File: src/rtl/div_pkg.sv
// Shared definitions for the restoring divider: FSM state encoding and default width.
package div_pkg;

    localparam int DIV_WIDTH_DEFAULT = 8;

    typedef enum logic [1:0] {
        S_IDLE = 2'd0,
        S_RUN  = 2'd1,
        S_DONE = 2'd2
    } div_state_e;

endpackage

File: src/rtl/div_regfile.sv
// Working registers of the restoring divider: partial remainder A (WIDTH+1 bits),
// quotient/dividend shifter Q and divisor M, with load-start and load-step controls.
module div_regfile
    import div_pkg::*;
#(
    parameter int WIDTH = DIV_WIDTH_DEFAULT
) (
    input  logic             clk,
    input  logic             rstn,
    input  logic             i_load_start,
    input  logic             i_load_step,
    input  logic [WIDTH-1:0] i_dividend,
    input  logic [WIDTH-1:0] i_divisor,
    input  logic [WIDTH:0]   i_a_next,
    input  logic [WIDTH-1:0] i_q_next,
    output logic [WIDTH:0]   o_a,
    output logic [WIDTH-1:0] o_q,
    output logic [WIDTH-1:0] o_m
);

    logic [WIDTH:0]   r_a;
    logic [WIDTH-1:0] r_q;
    logic [WIDTH-1:0] r_m;

    // A load always wins over a step; the controller never asserts both.
    always_ff @(posedge clk or negedge rstn) begin
        if (!rstn) begin
            r_a <= '0;
            r_q <= '0;
            r_m <= '0;
        end else if (i_load_start) begin
            r_a <= '0;
            r_q <= i_dividend;
            r_m <= i_divisor;
        end else if (i_load_step) begin
            r_a <= i_a_next;
            r_q <= i_q_next;
        end
    end

    assign o_a = r_a;
    assign o_q = r_q;
    assign o_m = r_m;

endmodule

File: src/rtl/restoring_divider.sv
// Multi-cycle restoring divider (one quotient bit per clock).
// Optional signed operation is enabled by defining RESTORING_DIVIDER_SIGNED_EN.
module restoring_divider
    import div_pkg::*;
#(
    parameter int WIDTH = DIV_WIDTH_DEFAULT
) (
    input  logic             clk,
    input  logic             rstn,
    input  logic             start,
`ifdef RESTORING_DIVIDER_SIGNED_EN
    input  logic             signed_mode,
`endif
    input  logic [WIDTH-1:0] dividend,
    input  logic [WIDTH-1:0] divisor,
    output logic             busy,
    output logic             done,
    output logic [WIDTH-1:0] quotient,
    output logic [WIDTH-1:0] remainder,
    output logic             div_by_zero,
    output div_state_e       dbg_state
);

    // Handshake: start is taken only in IDLE (operands sampled on that edge); busy is
    // high from the next cycle until the result cycle; done pulses one cycle with the
    // results, which then hold until the next completed division. No queuing.

    localparam int CW = $clog2(WIDTH + 1);
    localparam logic [CW-1:0] LAST = CW'(WIDTH);

    div_state_e       r_state;
    logic [CW-1:0]    r_cnt;
    logic             r_busy;
    logic             r_done;
    logic [WIDTH-1:0] r_quotient;
    logic [WIDTH-1:0] r_remainder;
    logic             r_div_by_zero;

    logic             w_load_start;
    logic             w_load_step;
    logic [WIDTH-1:0] w_ld_dividend;
    logic [WIDTH-1:0] w_ld_divisor;
    logic [WIDTH:0]   w_a;
    logic [WIDTH-1:0] w_q;
    logic [WIDTH-1:0] w_m;
    logic [WIDTH+1:0] w_a_shift;
    logic [WIDTH+1:0] w_diff;
    logic [WIDTH:0]   w_a_next;
    logic [WIDTH-1:0] w_q_next;
    logic [WIDTH-1:0] w_a_lo;
    logic             w_m_zero;
    logic [WIDTH-1:0] w_quo;
    logic [WIDTH-1:0] w_rem;

    assign w_load_start = (r_state == S_IDLE) && start;
    assign w_load_step  = (r_state == S_RUN) && (r_cnt != LAST);

`ifdef RESTORING_DIVIDER_SIGNED_EN
    logic w_neg_a;
    logic w_neg_b;
    logic r_neg_q;
    logic r_neg_r;

    // Magnitudes are loaded; signs are reapplied when the result is captured.
    assign w_neg_a       = signed_mode && dividend[WIDTH-1];
    assign w_neg_b       = signed_mode && divisor[WIDTH-1];
    assign w_ld_dividend = w_neg_a ? -dividend : dividend;
    assign w_ld_divisor  = w_neg_b ? -divisor : divisor;
`else
    assign w_ld_dividend = dividend;
    assign w_ld_divisor  = divisor;
`endif

    div_regfile #(.WIDTH(WIDTH)) u_regfile (
        .clk          (clk),
        .rstn         (rstn),
        .i_load_start (w_load_start),
        .i_load_step  (w_load_step),
        .i_dividend   (w_ld_dividend),
        .i_divisor    (w_ld_divisor),
        .i_a_next     (w_a_next),
        .i_q_next     (w_q_next),
        .o_a          (w_a),
        .o_q          (w_q),
        .o_m          (w_m)
    );

    // One extra guard bit keeps the borrow visible as the sign of the difference.
    assign w_a_shift = {w_a, w_q[WIDTH-1]};
    assign w_diff    = w_a_shift - {2'b00, w_m};
    assign w_a_next  = w_diff[WIDTH+1] ? w_a_shift[WIDTH:0] : w_diff[WIDTH:0];
    assign w_q_next  = {w_q[WIDTH-2:0], ~w_diff[WIDTH+1]};

    assign w_a_lo   = w_a[WIDTH-1:0];
    assign w_m_zero = (w_m == '0);

`ifdef RESTORING_DIVIDER_SIGNED_EN
    // A zero divisor keeps the raw all-ones quotient regardless of operand signs.
    assign w_quo = (r_neg_q && !w_m_zero) ? -w_q : w_q;
    assign w_rem = r_neg_r ? -w_a_lo : w_a_lo;
`else
    assign w_quo = w_q;
    assign w_rem = w_a_lo;
`endif

    always_ff @(posedge clk or negedge rstn) begin
        if (!rstn) begin
            r_state       <= S_IDLE;
            r_cnt         <= '0;
            r_busy        <= 1'b0;
            r_done        <= 1'b0;
            r_quotient    <= '0;
            r_remainder   <= '0;
            r_div_by_zero <= 1'b0;
`ifdef RESTORING_DIVIDER_SIGNED_EN
            r_neg_q       <= 1'b0;
            r_neg_r       <= 1'b0;
`endif
        end else begin
            r_done <= 1'b0;
            case (r_state)
                S_IDLE: begin
                    if (start) begin
                        r_state <= S_RUN;
                        r_cnt   <= '0;
                        r_busy  <= 1'b1;
`ifdef RESTORING_DIVIDER_SIGNED_EN
                        r_neg_q <= w_neg_a ^ w_neg_b;
                        r_neg_r <= w_neg_a;
`endif
                    end
                end
                S_RUN: begin
                    if (r_cnt == LAST) begin
                        r_state       <= S_DONE;
                        r_busy        <= 1'b0;
                        r_done        <= 1'b1;
                        r_quotient    <= w_quo;
                        r_remainder   <= w_rem;
                        r_div_by_zero <= w_m_zero;
                    end else begin
                        r_cnt <= r_cnt + 1'b1;
                    end
                end
                S_DONE: begin
                    r_state <= S_IDLE;
                end
                default: begin
                    r_state <= S_IDLE;
                end
            endcase
        end
    end

    assign busy        = r_busy;
    assign done        = r_done;
    assign quotient    = r_quotient;
    assign remainder   = r_remainder;
    assign div_by_zero = r_div_by_zero;
    assign dbg_state   = r_state;

endmodule
File: config.mk
export PLATFORM = sky130hd
export DESIGN_NAME = restoring_divider
export DESIGN_NICKNAME = d
export VERILOG_FILES = /design/src/rtl/div_pkg.sv /design/src/rtl/div_regfile.sv /design/src/rtl/restoring_divider.sv
export SDC_FILE = /design/constraint.sdc
export NUM_CORES = 1
export LEC_CHECK = 0
export BUFFER_PORTS_ARGS = -buffer_cell sky130_fd_sc_hd__buf_2
export CORE_MARGIN = 2
export CORE_UTILIZATION = 50
export CTS_BUF_LIST = sky130_fd_sc_hd__clkbuf_4 sky130_fd_sc_hd__clkbuf_8
export DETAILED_ROUTE_END_ITERATION = 8
export GPL_TIMING_DRIVEN = 0
export MAX_ROUTING_LAYER = met4
export PLACE_DENSITY = 0.82
export SYNTH_ARGS = -nofsm -noshare
export SYNTH_HDL_FRONTEND = slang
export SYNTH_SLANG_ARGS = --single-unit
File: constraint.sdc
create_clock -name clk -period 4.2 [get_ports clk]
set_input_delay 0.84 -clock clk [delete_from_list [all_inputs] [get_ports clk]]
set_output_delay 0.84 -clock clk [all_outputs]
set_load 0.02 [all_outputs]
## Word level (Yosys, flattened, before mapping)

Index checks and enable logic that the tools add are counted.

- Bits in registers: 50
- Memory bits (writable): 0
- Latch bits: 0
- Memories: 0
- Memory bits (read-only): 0
- Output and inout bits: 21

- Shift-type cells: 0
- Add/subtract/negate cells: 2
- Equal/unequal tests: 6
- Multipliers: 0
- Multiplexer cells: 16
- Magnitude comparators: 0
- Bitwise operators: 1
- Div/mod/pow operators: 0
- Reduce and logical (&&, ||, !) cells: 10

Operator list:

| operator | count |
|---|---|
| $mux W9 | 3 |
| $mux W8 | 2 |
| $sub A10 B8 Y10 | 1 |
| $logic_not A8 Y1 | 1 |
| $mux W4 | 2 |
| $pmux W4 S2 | 1 |
| $reduce_and A3 Y1 | 2 |
| $add A4 B1 Y4 const B | 1 |
| $eq A4 B4 Y1 const B | 1 |
| $mux W1 | 4 |
| $mux W2 | 2 |
| $ne A2 B2 Y1 const B | 2 |
| $ne A4 B4 Y1 const B | 1 |
| $pmux W2 S2 | 1 |
| $reduce_and A2 Y1 | 2 |
| $reduce_bool A2 Y1 | 2 |
| $eq A2 B1 Y1 const B | 1 |
| $logic_and A1 B1 Y1 | 2 |
| $logic_not A2 Y1 | 1 |
| $ne A2 B1 Y1 const B | 1 |
| $pmux W1 S2 | 1 |
| $not A1 Y1 | 1 |

## Logic depth before layout (Yosys ltp)

Gate-level depths: netlist of the first run.

- Depth in word-level cells: 4
- Mapped depth: 10
- Gate-level depth less buffers: 9

## Modules after synthesis

From an unflattened synthesis of the first run, not the netlist that was laid out.

- Cell total of the unflattened synthesis: 223
- Area total of the unflattened synthesis: 2,595.0 sq um

By module, submodules not included:

| module | cells an instance | area an instance (sq um) | times used |
|---|---|---|---|
| restoring_divider | 142 | 1,522.7 | 1 |
| div_regfile | 81 | 1,072.3 | 1 |

## Worst setup path after synthesis of the first run

Ideal clock, no wire load.

- Kind: register to register
- Start point: register u_regfile.r_a[5], in the netlist u_regfile.o_a[5]
- End point: register u_regfile.r_q[0], in the netlist u_regfile.o_q[0]
- Arrival: 1.934 ns
- Cell stages (with the launch flop): 9
- Path slack: 2.139 ns
- Setup time: 0.127 ns
- Required time: 4.073 ns
- Cells stage by stage: dfrtp_1 -> ha_1 -> a21o_1 -> a221oi_2 -> a21boi_2 -> xnor2_1 -> buf_6 -> a222oi_1 -> inv_1

- Longest elaborated chain between the ends: 4

RTL lines:

| item | RTL line | text |
|---|---|---|
| from (decl) | div_regfile.sv:21 | `logic [WIDTH:0] r_a;` |
| from (signal assigned) | div_regfile.sv:36 | `r_a <= i_a_next;` |
| $sub A10 B8 Y10 | restoring_divider.sv:90 | `assign w_diff = w_a_shift - {2'b00, w_m};` |
| $not A1 Y1 | restoring_divider.sv:92 | `assign w_q_next = {w_q[WIDTH-2:0], ~w_diff[WIDTH+1]};` |
| $mux W8 | div_regfile.sv:35 | `end else if (i_load_step) begin` |
| $mux W8 | div_regfile.sv:31 | `end else if (i_load_start) begin` |
| to (signal assigned) | div_regfile.sv:33 | `r_q <= i_dividend;` |
| to (signal assigned) | div_regfile.sv:37 | `r_q <= i_q_next;` |
| to (decl) | div_regfile.sv:22 | `logic [WIDTH-1:0] r_q;` |

Every way passes these cells. The select of a mux whose other input is x is not followed.
A chain may end at the register's enable or synchronous reset.

## Final worst setup path of the first run

- Start point: register u_regfile.r_m[6], in the netlist u_regfile.o_m[6]
- End point: register u_regfile.r_a[1], in the netlist u_regfile.o_a[1]

- Longest elaborated chain between the ends: 4

RTL lines:

| item | RTL line | text |
|---|---|---|
| from (decl) | div_regfile.sv:23 | `logic [WIDTH-1:0] r_m;` |
| from (signal assigned) | div_regfile.sv:34 | `r_m <= i_divisor;` |
| $sub A10 B8 Y10 | restoring_divider.sv:90 |  |
| $mux W9 | restoring_divider.sv:91 | `assign w_a_next = w_diff[WIDTH+1] ? w_a_shift[WIDTH:0] : w_diff[WIDTH:0];` |
| $mux W9 | div_regfile.sv:35 |  |
| $mux W9 | div_regfile.sv:31 |  |

Every way passes these cells. The select of a mux whose other input is x is not followed.

==> flow_summary.yaml, run 1 <==
timing:
  final_period_minus_worst_setup_slack_ns: 2.36
  final_max_slew_viol_count: 0
  slew_headroom_pct: 27.4
  achievable-frequency_mhz: 424
  finalSetupViolations: 0
  rsz_0062_raised_after_global_routing: "false"
  layout_worst_path_cycle_share_pct: 56.1
  finalHoldViolations: 0
  tightest_slew_ns: 1.09
  worst_clock_skew_ns: 0.00654
  finalHoldWorstSlack_ns: 0.479
  finalSetupTns_ns: 0
logic_synthesis:
  synth-async-reset-ratio_pct: 100
  yosysTopAreaCell: "sky130_fd_sc_hd__dfrtp_1"
  synth_area_um2: 2400
  register_bit_count_reported_by_yosys: 50
  syn_area_per_cell_um2: 10.9
  synth_sequential_area_ratio_pct: 52.0
  syn_nets: 250
  synth_flop_cell: "sky130_fd_sc_hd__dfrtp_1"
  synth.top_cells.by_area: "sky130_fd_sc_hd__dfrtp_1, sky130_fd_sc_hd__mux2_2, sky130_fd_sc_hd__ha_1, sky130_fd_sc_hd__nand2_1, sky130_fd_sc_hd__inv_1"
  count_of_flip_flops_with_a_built_in_enable_after_synthesis: 0
  synth_cell_type_count: 38
  synth_top_cell_area_share_pct: 52.0
  synth_warnings: 0
  netlist_instances: 220
power:
  ir_worst_vdd_mv: 0.371
  power_switching_uw: 1140
  pwr-share-comb_pct: 55.6
  portion_of_total_power_attributed_to_the_clock_network_pct: 11.5
  cell_internal_pwr_uw: 1500
  cellLeakagePower_uw: 0.00140
  swShare_pct: 43.1
  power_per_cell_area_nw_per_um2: 956
  power.sequential.fraction_pct: 32.9
  total_power_uw: 2640
critical_path:
  timing.critical_path.slowest_cell_delay_ns: 0.37
  critical_path.cell_chain: "inv_1 > ha_1 > a21o_1 > a221oi_2 > a21boi_2 > xnor2_1 > buf_6 > mux2i_1 > a22o_1"
  timing_worst_setup_path_type: "flip-flop to flip-flop"
  timing.critical_path.required_ns: 4.45
  worst_setup_path_end_kind: "flip-flop"
  cp_data_arrival_time_ns: 2.61
  worst_path_maximum_fanout: 10
  start_kind: "flip-flop"
  critPathSlowestCell: "sky130_fd_sc_hd__dfrtp_1"
cts:
  root_buf_cell: "sky130_fd_sc_hd__clkbuf_8"
  cts_sinks: 50
  worstSkewPairLatency_ns: 0.31
  buffer_levels_on_the_longest_clock_path: 2
  cts.repair_timing.setup_buffer_count: 0
  cts-buffers-inserted: 5
  cts.reportedPaths.clkPinSlew_ns: 0.10
  post_cts_resize_count: 0
  post_cts_hold_buffer_count: 0
  htree_num_levels: 2
  tritoncts: "done"
global_route:
  grt_usage_pct: 19.7
  grt_antenna_before_repair: 0
  first_pass_grt_wire_length_mm: 7.78
  grt_max_degree: 51
  grt_remaining_overflow: 0
  via_count_of_the_first_global_routing_pass: 1638
floorplanning:
  start_util_pct: 51.3
  io_pins: 40
  core_area_um2: 4690
  die_height_um: 73.4
  placement_rows: 25
  die_w_um: 73.4
  design.die.area_um2: 5380
placement:
  post-place-cells: 313
  dp_hpwl_mm: 3.47
  numPortBuffers: 39
  gp_routability_congestion: 0.916
cells_and_area:
  final_layout_size_suffix_gt1_share_pct: 25.5
  number_of_inserted_diodes: 0
  finish.cell_count_without_fillers: 321
  flow.area_growth_from_synthesis_pct: 15.0
  layout.nets: 296
route:
  dr.first_iter.drc_count: 172
  drtAntennaViolNets: 0
  wl_per_cell_um: 15.0
  drt_wl_total_mm: 4.81
  avgViaCountPerCell: 5.40
  drc: 0
  routed-via-count: 1732
  dr.pass1.iters: 4
job:
  maxCapViolations: 0
hold_path:
  worstHoldPathType: "flip-flop to flip-flop"
outcome:
  run_status: "finished clean"
[final cells by class]
type                       count  area, µm²
fill                         390       1930
sequential                    50       1250
multi-input combinational    141       1030
timing repair buffer          39        195
inverter                      20       75.1
clock buffer                   5       68.8
tap                           54       67.6
buffer                         9       43.8
clock inverter                 3       28.8
[power groups by stage]
stage | combinational, µW | clock, µW | sequential, µW
after floorplan | 1050 | 0 | 940
after global placement | 1420 | 0 | 866
after detailed placement | 1470 | 0 | 877
after CTS | 1480 | 309 | 869
after global routing | 1640 | 330 | 897
final | 1470 | 305 | 869
[Yosys cell counts, types with 3 or more instances]
library cell,number
sky130_fd_sc_hd__dfrtp_1,50
sky130_fd_sc_hd__nand2_1,26
sky130_fd_sc_hd__inv_1,20
sky130_fd_sc_hd__mux2_2,15
sky130_fd_sc_hd__o21ai_0,12
sky130_fd_sc_hd__ha_1,10
sky130_fd_sc_hd__nor2_1,9
sky130_fd_sc_hd__a222oi_1,7
sky130_fd_sc_hd__mux2i_1,7
sky130_fd_sc_hd__clkbuf_1,6
sky130_fd_sc_hd__o21ai_1,6
sky130_fd_sc_hd__xnor2_1,6
sky130_fd_sc_hd__a21o_1,4
sky130_fd_sc_hd__a21oi_1,4
sky130_fd_sc_hd__and2_1,3
sky130_fd_sc_hd__xor2_1,3
[worst max-delay path: cells and delay by family (launching register included)]
family | cells | cell delay, ns
XOR/XNOR | 1 | 0.20
buffers and inverters | 2 | 0.29
flip-flops | 1 | 0.37
AO/OA/AOI/OAI | 4 | 0.85
adder cells (fa/ha/maj) | 1 | 0.36
multiplexers | 1 | 0.22
[per-layer routing]
metal | global-route usage, % | wire length, µm | vias up
li1 | - | - | 858
met1 | 25.6 | 2280 | 834
met5 | - | 0 | -
met2 | 30.9 | 2280 | 33
met3 | 4.25 | 185 | 7
met4 | 6.67 | 70 | 0
[flip-flops by register name, indices dropped and copies added, names as in the netlist]
name / flops
div_by_zero: 1
r_cnt: 4
dbg_state: 2
busy: 1
quotient: 8
u_regfile.o_q: 8
done: 1
u_regfile.o_a: 9
u_regfile.o_m: 8
remainder: 8
[logic make-up after synthesis]
logic type / Yosys count / synth area share [%]
mux: 22 / 9.94
buf+inv: 29 / 4.94
simple gates: 53 / 10.4
fa+ha+maj: 11 / 6.04
flops: 50 / 52.0
xor+xnor: 9 / 3.28
compound gates: 46 / 13.4
[stage by stage]
step                      setup WS (ns)  area, µm²  util [%]
after floorplan                    2.14       2400         -
after global placement             1.91       2670      56.9
final                              1.84       2770      58.9
after CTS                          1.84       2770      58.9
after detailed placement           1.88       2670      56.9
after global routing               1.72       2770      58.9
[final timing paths]
check                      cells past startpoint  slack (ns)             start               end
setup / recovery                               9        1.84  u_regfile.o_m[6]  u_regfile.o_a[1]
hold / removal                                 1        0.48              busy              busy
setup reg to reg                               9        1.84  u_regfile.o_m[6]  u_regfile.o_a[1]
hold reg to reg                                1        0.48              busy              busy
max in group asynchronous                      1        2.81              rstn  u_regfile.o_m[6]
min in group asynchronous                      1        0.72              rstn       quotient[4]
[layout by cell type (no fill, tap or decap), types with 2 or more instances in the layout]
| master | instances |
|---|---|
| sky130_fd_sc_hd__nor2_1 | 9 |
| sky130_fd_sc_hd__clkbuf_8 | 5 |
| sky130_fd_sc_hd__nand2_1 | 26 |
| sky130_fd_sc_hd__a21oi_1 | 4 |
| sky130_fd_sc_hd__o21ai_1 | 6 |
| sky130_fd_sc_hd__nor2b_1 | 2 |
| sky130_fd_sc_hd__a21o_1 | 4 |
| sky130_fd_sc_hd__mux2i_1 | 7 |
| sky130_fd_sc_hd__and3_1 | 2 |
| sky130_fd_sc_hd__a31oi_1 | 2 |
| sky130_fd_sc_hd__xor2_1 | 3 |
| sky130_fd_sc_hd__and2_1 | 3 |
| sky130_fd_sc_hd__o21ai_0 | 12 |
| sky130_fd_sc_hd__xnor2_1 | 6 |
| sky130_fd_sc_hd__buf_2 | 41 |
| sky130_fd_sc_hd__mux2_2 | 15 |
| sky130_fd_sc_hd__nor4_1 | 2 |
| sky130_fd_sc_hd__inv_1 | 20 |
| sky130_fd_sc_hd__nand2b_1 | 2 |
| sky130_fd_sc_hd__clkbuf_1 | 6 |
| sky130_fd_sc_hd__nand3_1 | 2 |
| sky130_fd_sc_hd__ha_1 | 10 |
| sky130_fd_sc_hd__a222oi_1 | 7 |
| sky130_fd_sc_hd__o211ai_1 | 2 |
| sky130_fd_sc_hd__or2_1 | 2 |
| sky130_fd_sc_hd__dfrtp_1 | 50 |
| sky130_fd_sc_hd__a22o_1 | 2 |
(Power assumes the default switching activity.)
==> run 2, diff against run 1 <==
PLACE_DENSITY = 0.85   (was 0.82)
clock period = 1.9 ns   (was 4.2 ns; I/O delays follow)
==> flow_summary.yaml, run 2 (synthesized netlist as in run 1, its figures left out) <==
outcome:
  run_status: "finished, violations left"
  violations_in_the_final_reports: "setup timing"
global_route:
  via_count_of_the_first_global_routing_pass: 1899
  grt_max_degree: 51
  first_pass_grt_wire_length_mm: 8.82
  grt_remaining_overflow: 0
  grt_antenna_before_repair: 0
  grt_usage_pct: 22.4
timing:
  final_period_minus_worst_setup_slack_ns: 2.12
  finalHoldWorstSlack_ns: 0.271
  rsz_0062_raised_after_global_routing: "true"
  layout_worst_path_cycle_share_pct: 112
  achievable-frequency_mhz: 471
  tightest_slew_ns: 1.11
  slew_headroom_pct: 25.8
  finalHoldViolations: 0
  finalSetupViolations: 10
  setup_ws_ns: -0.222
  worst_clock_skew_ns: 0.00685
  final_max_slew_viol_count: 0
cells_and_area:
  layout.nets: 310
  mostFrequentLayoutCells: "sky130_fd_sc_hd__dfrtp_1, sky130_fd_sc_hd__buf_2, sky130_fd_sc_hd__nand2_1"
  register_area_um2: 1250
  layout.cells.most_common: "sky130_fd_sc_hd__dfrtp_1"
  layout.filler_cells: 354
  finalInstanceArea_um2: 3040
  flow.area_growth_from_synthesis_pct: 26.2
  number_of_inserted_diodes: 0
  max_ffs_per_register: 9
  multi_input_area_um2: 1140
  final_layout_size_suffix_gt1_share_pct: 36.1
  finish.cell_count_without_fillers: 334
power:
  power_per_cell_area_nw_per_um2: 2260
  ir_worst_vdd_mv: 0.880
  cellLeakagePower_uw: 0.00150
  total_power_uw: 6870
critical_path:
  timing.critical_path.required_ns: 2.08
  start_point_of_the_critical_path: "u_regfile.o_m[6]"
  regToRegEndpoint: "u_regfile.o_a[3]"
  worst-r2r-setup-slack_ns: -0.22
  regToRegStartpoint: "u_regfile.o_m[6]"
  worst_path_maximum_fanout: 5
  worst_setup_path_end_kind: "flip-flop"
  timing.reg2reg.worst_path_depth: 9
  start_kind: "flip-flop"
  cp_data_arrival_time_ns: 2.30
  timing_worst_setup_path_type: "flip-flop to flip-flop"
route:
  avgViaCountPerCell: 5.60
  dr.first_iter.drc_count: 138
  wl_per_cell_um: 16.5
  dr.pass1.iters: 6
  drc: 0
  routed-via-count: 1872
  drt_wl_total_mm: 5.51
  drtAntennaViolNets: 0
floorplanning:
  core_area_um2: 4690
  placement_rows: 25
  die_w_um: 73.4
  die_height_um: 73.4
  design.die.area_um2: 5380
  io_pins: 40
  start_util_pct: 51.3
cts:
  worstSkewPairLatency_ns: 0.30
  cts-buffers-inserted: 5
  post_cts_hold_buffer_count: 0
  buffer_levels_on_the_longest_clock_path: 2
  cts_sinks: 50
  root_buf_cell: "sky130_fd_sc_hd__clkbuf_8"
  htree_num_levels: 2
  cts.reportedPaths.clkPinSlew_ns: 0.08
  tritoncts: "done"
placement:
  gp_routability_congestion: 0.913
  place_area_um2: 2730
  dp_hpwl_mm: 3.47
  post-place-cells: 313
  numPortBuffers: 39
job:
  maxCapViolations: 0
hold_path:
  worstHoldPathType: "input pin to async pin"
[run 2: how the worst max path moves through the flow]
stage / end / slack [ns] / cells past startpoint
6_report: u_regfile.o_a[3] / -0.22 / 9
5_1_grt: u_regfile.o_a[5] / -0.31 / 9
4_1_cts: u_regfile.o_a[5] / -0.21 / 9
3_5_place_dp: u_regfile.o_a[4] / -0.23 / 8
3_3_place_gp: u_regfile.o_a[3] / -0.20 / 8
2_1_floorplan: u_regfile.o_q[0] / -0.05 / 8
[run 2: area by class of cell]
type | instances | area share, %
Inverter | 20 | 2.47
Clock buffer | 6 | 2.72
Buffer | 7 | 2.39
Tap cell | 54 | 2.23
Clock inverter | 1 | 0.989
Timing Repair Buffer | 55 | 10.4
Multi-Input combinational cell | 141 | 37.6
Sequential cell | 50 | 41.3
[run 2: timing repair]
| item | 4_1_cts | 5_1_grt |
|---|---|---|
| pin swaps | 10 | 4 |
| endpoints found under the setup margin | 28 | 29 |
| gates cloned | 1 | 0 |
| gates resized for setup | 14 | 9 |
| setup buffers | 13 | 2 |
[run 2: critical path, stage by stage (launching register included)]
cell                       delay (ns)
sky130_fd_sc_hd__dfrtp_1         0.39
sky130_fd_sc_hd__inv_2           0.09
sky130_fd_sc_hd__ha_4            0.22
sky130_fd_sc_hd__a21o_1          0.18
sky130_fd_sc_hd__a221oi_2        0.24
sky130_fd_sc_hd__a21boi_4        0.26
sky130_fd_sc_hd__xnor2_4         0.15
sky130_fd_sc_hd__buf_6           0.16
sky130_fd_sc_hd__mux2i_1         0.21
sky130_fd_sc_hd__o21ai_1         0.09
[run 2: metrics by stage]
| stage | worst slack (ns) | TNS (ns) | util [%] |
|---|---|---|---|
| 4_1_cts | -0.205 | -1.44 | 63.4 |
| 2_1_floorplan | -0.0520 | -0.342 | - |
| 6_report | -0.222 | -1.81 | 64.7 |
| 5_1_grt | -0.308 | -3.42 | 64.7 |
| 3_5_place_dp | -0.233 | -3.78 | 58.2 |
| 3_3_place_gp | -0.200 | -2.69 | 58.2 |
[run 2: routing by layer]
metal  track usage, %  part of all wire, %  up-vias
li1                 -                    -      886
met1             29.1                   45      928
met2             34.9                   49       47
met3             3.70                  4.2       11
met4             9.29                  2.1        0
met5                -                    0        -
[run 2: report_power, final]
group          leakage (µW)  switching, µW  total [µW]  internal, µW
sequential         0.000622            376        1950          1570
combinational      0.000821           2080        4150          2070
clock             0.0000573            348         769           422
